===== config.mk =====
export PLATFORM = sky130hd
export DESIGN_NAME = pipe_stage_skid
export DESIGN_NICKNAME = d
export VERILOG_FILES = /design/src/rtl/pipe_pkg.sv /design/src/rtl/pipe_sat_cnt.sv /design/src/rtl/pipe_stage_skid.sv
export SDC_FILE = /design/constraint.sdc
export NUM_CORES = 1
export LEC_CHECK = 0
export ABC_AREA = 1
export CAP_MARGIN = 20
export CORE_MARGIN = 2
export CORE_UTILIZATION = 38
export CTS_BUF_LIST = sky130_fd_sc_hd__clkbuf_4 sky130_fd_sc_hd__clkbuf_8
export DETAILED_ROUTE_END_ITERATION = 10
export GPL_TIMING_DRIVEN = 0
export SLEW_MARGIN = 20
export SYNTH_ARGS = -nofsm -noshare
export SYNTH_HDL_FRONTEND = slang
export SYNTH_SLANG_ARGS = --single-unit

===== constraint.sdc =====
create_clock -name clk -period 3.1 [get_ports clk]
set_clock_uncertainty 0.05 [all_clocks]
set_input_delay 0.465 -clock clk [delete_from_list [all_inputs] [get_ports clk]]
set_output_delay 0.465 -clock clk [all_outputs]
set_load 0.005 [all_outputs]

===== src/rtl/pipe_pkg.sv =====
// Shared types and defaults for the elastic pipeline stage.
package pipe_pkg;

  typedef enum logic [1:0] {
    EMPTY = 2'd0,
    ONE   = 2'd1,
    FULL  = 2'd2
  } pipe_state_e;

  localparam int CNT_W_DEFAULT = 32;

endpackage


===== src/rtl/pipe_sat_cnt.sv =====
// Saturating up-counter: +1 per cycle with inc high, sticks at all-ones.
module pipe_sat_cnt
  import pipe_pkg::*;
#(
  parameter int W = CNT_W_DEFAULT
) (
  input  logic         clk,
  input  logic         rst_n,
  input  logic         inc,
  output logic [W-1:0] count
);

  localparam logic [W-1:0] ONE_VAL = 1;

  always_ff @(posedge clk) begin
    if (!rst_n) begin
      count <= '0;
    end else if (inc && (count != '1)) begin
      count <= count + ONE_VAL;
    end
  end

endmodule


===== src/rtl/pipe_stage_skid.sv =====
// Elastic pipeline register with a 2-entry skid buffer and flush.
// Optional stall/flush counters are built when PIPE_STAGE_PERF_EN is defined.
module pipe_stage_skid
  import pipe_pkg::*;
#(
  parameter int                WIDTH     = 32,
  parameter logic [WIDTH-1:0]  RESET_VAL = '0,
  parameter int                CNT_W     = CNT_W_DEFAULT
) (
  input  logic             clk,
  input  logic             rst_n,
  input  logic             flush,
  input  logic             in_valid,
  output logic             in_ready,
  input  logic [WIDTH-1:0] in_data,
  output logic             out_valid,
  input  logic             out_ready,
  output logic [WIDTH-1:0] out_data
`ifdef PIPE_STAGE_PERF_EN
  ,
  output logic [CNT_W-1:0] stall_cycles,
  output logic [CNT_W-1:0] flush_count
`endif
);

  // Handshakes: a transfer happens on a rising edge where valid & ready are
  // both high; valid never waits for ready, and the source holds data while
  // valid is high and ready is low.
  pipe_state_e      state;
  pipe_state_e      state_nxt;
  logic [WIDTH-1:0] main_data;
  logic [WIDTH-1:0] skid_data;
  logic             accept;
  logic             emit;

  assign accept = in_valid & in_ready;
  assign emit   = out_valid & out_ready;

  always_ff @(posedge clk) begin
    if (!rst_n) begin
      state <= EMPTY;
    end else begin
      state <= state_nxt;
    end
  end

  always_comb begin
    state_nxt = state;
    if (flush) begin
      state_nxt = EMPTY;
    end else begin
      case (state)
        EMPTY:   if (accept) state_nxt = ONE;
        ONE: begin
          if (accept && !emit)      state_nxt = FULL;
          else if (!accept && emit) state_nxt = EMPTY;
        end
        FULL:    if (emit) state_nxt = ONE;
        default: state_nxt = EMPTY;
      endcase
    end
  end

  // Both outputs decode registered state only, so ready never depends on
  // this cycle's downstream ready.
  always_comb begin
    out_valid = (state != EMPTY);
    in_ready  = (state != FULL);
  end

  always_ff @(posedge clk) begin
    if (!rst_n || flush) begin
      main_data <= RESET_VAL;
      skid_data <= RESET_VAL;
    end else begin
      case (state)
        EMPTY: if (accept) main_data <= in_data;
        ONE: begin
          if (accept && emit)  main_data <= in_data;
          else if (accept)     skid_data <= in_data;
        end
        FULL:  if (emit) main_data <= skid_data;
        default: ;
      endcase
    end
  end

  assign out_data = main_data;

`ifdef PIPE_STAGE_PERF_EN
  pipe_sat_cnt #(.W(CNT_W)) u_stall_cnt (
    .clk   (clk),
    .rst_n (rst_n),
    .inc   (out_valid & ~out_ready),
    .count (stall_cycles)
  );

  pipe_sat_cnt #(.W(CNT_W)) u_flush_cnt (
    .clk   (clk),
    .rst_n (rst_n),
    .inc   (flush),
    .count (flush_count)
  );
`else
  // CNT_W only sizes the counters; keep a reference so both builds share one parameter list.
  if (CNT_W < 1) begin : g_cnt_w_unused
  end
`endif

endmodule


[Word-level counts from Yosys, hierarchy flattened]
Cells that the tools add are included.
Storage, ports and cells
  register bits: 66
  input port bits: 37
  output and inout port bits: 34
  logic and storage cells: 37
Operators by class
  eq/ne operators: 7
  multiplexer cells: 9
  bitwise gates (word level): 4
  reductions and logical operators: 14
Operator list (number)
  2-to-1 mux 32 bit: 3
  case mux 32 bit (3 select lines): 1
  2-to-1 mux 2 bit: 4
  != test 2 bit, second input constant: 4
  case mux 2 bit (3 select lines): 1
  AND reduction 3 bit: 2
  AND reduction 4 bit: 1
  logical AND 1 bit: 3
  logical NOT 1 bit: 3
  != test 3 bit, second input constant: 1
  nonzero test 3 bit: 1
  bitwise AND 1 bit: 2
  == test 2 x 1 -> 1 bit, second input constant: 1
  == test 2 bit, second input constant: 1
  logical NOT 2 bit: 1
  NOT 1 bit: 2
  nonzero test 2 bit: 1
  OR reduction 2 bit: 1
  logical OR 1 bit: 1

[Longest topological paths before layout]
  depth in word-level cells: 7
  mapped depth: 8
  gate-level depth less buffers: 7

[Worst setup path before layout]
OpenSTA, ideal clock, no wires.
  path kind: in2reg
  start point: input rst_n
  end point: register skid_data[24]
  setup time: 65 ps
  arrival: 1210 ps
  required time: 2985 ps
  setup slack: 1775 ps
  cell stages on the path: 6
  buffers on the path: 2
  path through: inv_1 > nor2_1 > buf_2 > clkbuf_1 > o21ai_0 > nor2_1
On the way
  cells in the longest elaborated chain, start to end: 2
RTL lines
  start: declaration: RTL line pipe_stage_skid.sv:11  | input logic rst_n,
  logical NOT 1 bit: RTL line pipe_stage_skid.sv:72  | if (!rst_n || flush) begin
  logical OR 1 bit: RTL line pipe_stage_skid.sv:72
  end signal: assignment: RTL line pipe_stage_skid.sv:80  | else if (accept) skid_data <= in_data;
  end: declaration: RTL line pipe_stage_skid.sv:32  | logic [WIDTH-1:0] skid_data;
No other way between the ends.
A chain may end at the register's enable or synchronous reset.

[Worst setup path after layout]
  start point: register state[0]
  end point: output in_ready
On the way
  cells in the longest elaborated chain, start to end: 1
RTL lines
  start: declaration: RTL line pipe_stage_skid.sv:29  | pipe_state_e state;
  start signal: assignment: RTL line pipe_stage_skid.sv:43  | state <= state_nxt;
  != test 2 bit: RTL line pipe_stage_skid.sv:68  | in_ready = (state != FULL);
  end: declaration: RTL line pipe_stage_skid.sv:14  | output logic in_ready,
No other way between the ends.

==> flow_summary.yaml <==
timing:
  clock.fmax_mhz: 447
  tightest_slew_ps: 492
  slew_headroom_pct: 67.2
  min_period_over_period_pct: 72.1
  fin_tns_setup_ps: 0
  finalSetupViolCount: 0
  slew_viol_final: 0
  rsz0062_at_grt: "no"
  hold_viol_final: 0
  fin_ws_ps: 864
  fin_crit_ps: 2240
critical_path:
  end_kind: "primary output"
  cp.required_ps: 2580
  cp_cell_sequence: "inv_2, nand2_2, buf_2, clkdlybuf4s50_1"
  r2r_start: "state[0]"
  arrival_ps: 1720
  worstPathMaxFanout: 10
  cp_top_family: "buffers and inverters"
  crit_buf_inv: 3
  r2r-end: "out_data[15]"
  slowest_delay_ps: 530
  regToRegSetupSlack_ps: 1610
  start_kind: "flip-flop"
  path_class: "reg2out"
  cpMaxStageDelayCell: "clkdlybuf4s50_1"
  reg2regPathDepth: 8
clock_tree:
  cts_sinks: 66
  postCtsHoldBufs: 0
  clk_pin_slew_ps: 70
  clockBufferDepth: 2
  numCtsBuffers: 9
  clock-root-buffer: "clkbuf_8"
  postCtsSetupRepairBufs: 0
  tritoncts: "built"
  cts_resized: 0
  cts_max_level: 3
  clk_latency_ps: 340
routing:
  drtIter0Drc: 108
  vias: 2798
  drt-pass1-iter-count: 5
  drc: 0
  routed_via_density: 4.30
  post_drt_wl_per_cell_um: 10.8
  drtAntennaViolNets: 0
  wl_um: 7010
synthesis:
  synth_xor_area_share_pct: 0
  syn_inst: 467
  syn-num-nets: 504
  synth-seq-cells: 66
  synth_compound_area_share_pct: 6.28
  ys_types: 15
  netlist_area_sq_um: 2910
  synth_top_area_share_pct: 45.4
  synth_area_leaders: "dfxtp_1, nand2_1, nor2_1, inv_1, o21ai_1"
  yosysTopAreaCell: "dfxtp_1"
  synth-seq-area-share_pct: 45.4
  synth_fa_ha_area_share_pct: 0
  synth_top_family_by_area: "simple AND/OR/NAND/NOR gates"
  synthMuxAreaShare_pct: 0
  synth_warnings: 0
  syn_avg_cell_area_sq_um: 6.23
  synth_simple_gate_area_share_pct: 38.9
floorplanning:
  rows: 31
  die_w_um: 91.5
  fp.dieH_um: 91.5
  core_sq_um: 7330
  initial_core_util_pct: 39.7
  die_area_sq_um: 8370
  io_pins: 71
place:
  dpl_cell_area_sq_um: 3730
  place_hpwl_um: 4920
  dp_slack_ps: 935
  gp_congestion: 0.788
  port_buffers: 70
global_routing:
  gr-total-overflow: 0
  track_usage_pct: 18.2
  grt_pass1_vias: 2661
  grt_max_degree: 11
  antenna_found_initial: 0
  grt_pass1_wl_um: 12200
min_path:
  hp-class: "reg2reg"
  holdPathEnd: "skid_data[9]"
  worstHoldStart: "skid_data[9]"
  whs_path_depth: 2
layout:
  syn2layout_area_growth_pct: 35.5
  drive_gt1_share_pct: 7.43
  finish.utilization_pct: 53.8
  mostFrequentLayoutCells: "nand2_1, nor2_1, clkdlybuf4s50_1"
  final_cell_area_sq_um: 3940
  nNetsFinal: 585
  diodes: 0
  final_common_cell: "nand2_1"
pwr:
  powerDensity_nw_per_um2: 478
  report.power.total_mw: 1.89
  p_leak_nw: 1.76
  peakVddDrop_mv: 0.242
run:
  maxCapViolCount: 0
outcome:
  outcome: "completed"
[worst reg2reg max path: cells and delay by family (launching register included)]
kind | cells | cell delay [ps]
flip-flops | 1 | 380
buffers and inverters | 2 | 360
AND/OR/NAND/NOR | 6 | 600
[area by class of cell]
type	count	area, sq um
Clock inverter	2	35.0
Inverter	40	150
Buffer	25	123
Timing Repair Buffer	70	701
Clock buffer	13	173
Sequential cell	66	1320
Multi-Input combinational cell	336	1320
Tap cell	99	124
Fill cell	765	3390
[sequential cells by signal (all words and copies together) (netlist names)]
register	cells
out_data	32
skid_data	32
state	2
[synthesized netlist by cell type]
| library cell | instances |
|---|---|
| o21ai_0 | 9 |
| inv_2 | 5 |
| buf_4 | 2 |
| clkbuf_1 | 4 |
| inv_1 | 35 |
| nor2_1 | 134 |
| dfxtp_1 | 66 |
| buf_1 | 2 |
| buf_2 | 17 |
| o21ai_1 | 25 |
| nand2_1 | 163 |
| o211ai_1 | 1 |
| a21oi_1 | 1 |
| nand2_2 | 2 |
| nand3_1 | 1 |
[per-layer routing]
layer / vias up / wire length, um / GRT usage (%) / share of wire, %
met1: 1188 / 3420 / 23.8 / 49
met4: 0 / 42 / 5.30 / 0.60
met5: - / 0 / 0 / 0
li1: 1545 / - / - / -
met3: 4 / 316 / 5.31 / 4.5
met2: 61 / 3230 / 29.2 / 46
[worst max-delay path by stage]
stage                     slack [ps]  depth (start not counted)            end      from
after floorplan                 1780                          6  skid_data[24]     rst_n
after global placement           940                          7   out_data[15]     rst_n
after detailed placement         930                          7   out_data[12]     rst_n
after CTS                        840                          4       in_ready  state[0]
after global routing             730                          4       in_ready  state[0]
final                            860                          4       in_ready  state[0]
[logic make-up after synthesis]
| group | after synthesis |
|---|---|
| simple gates | 300 |
| flops | 66 |
| buf+inv | 65 |
| compound gates | 36 |
[stage by stage]
stage / std cells / hold WS, ps
floorplan: 467 / 404
global placement: 636 / 413
detailed placement: 636 / 421
CTS: 651 / 438
global route: 651 / 453
finish: 651 / 433
[power by group]
group	switching (mW)	internal, mW	leakage (nW)
Combinational	0.120	0.125	1.12
Clock	0.315	0.441	0.109
Sequential	0.0117	0.872	0.536
Total	0.447	1.44	1.76
Note: power is estimated with default switching activity, not from simulation.
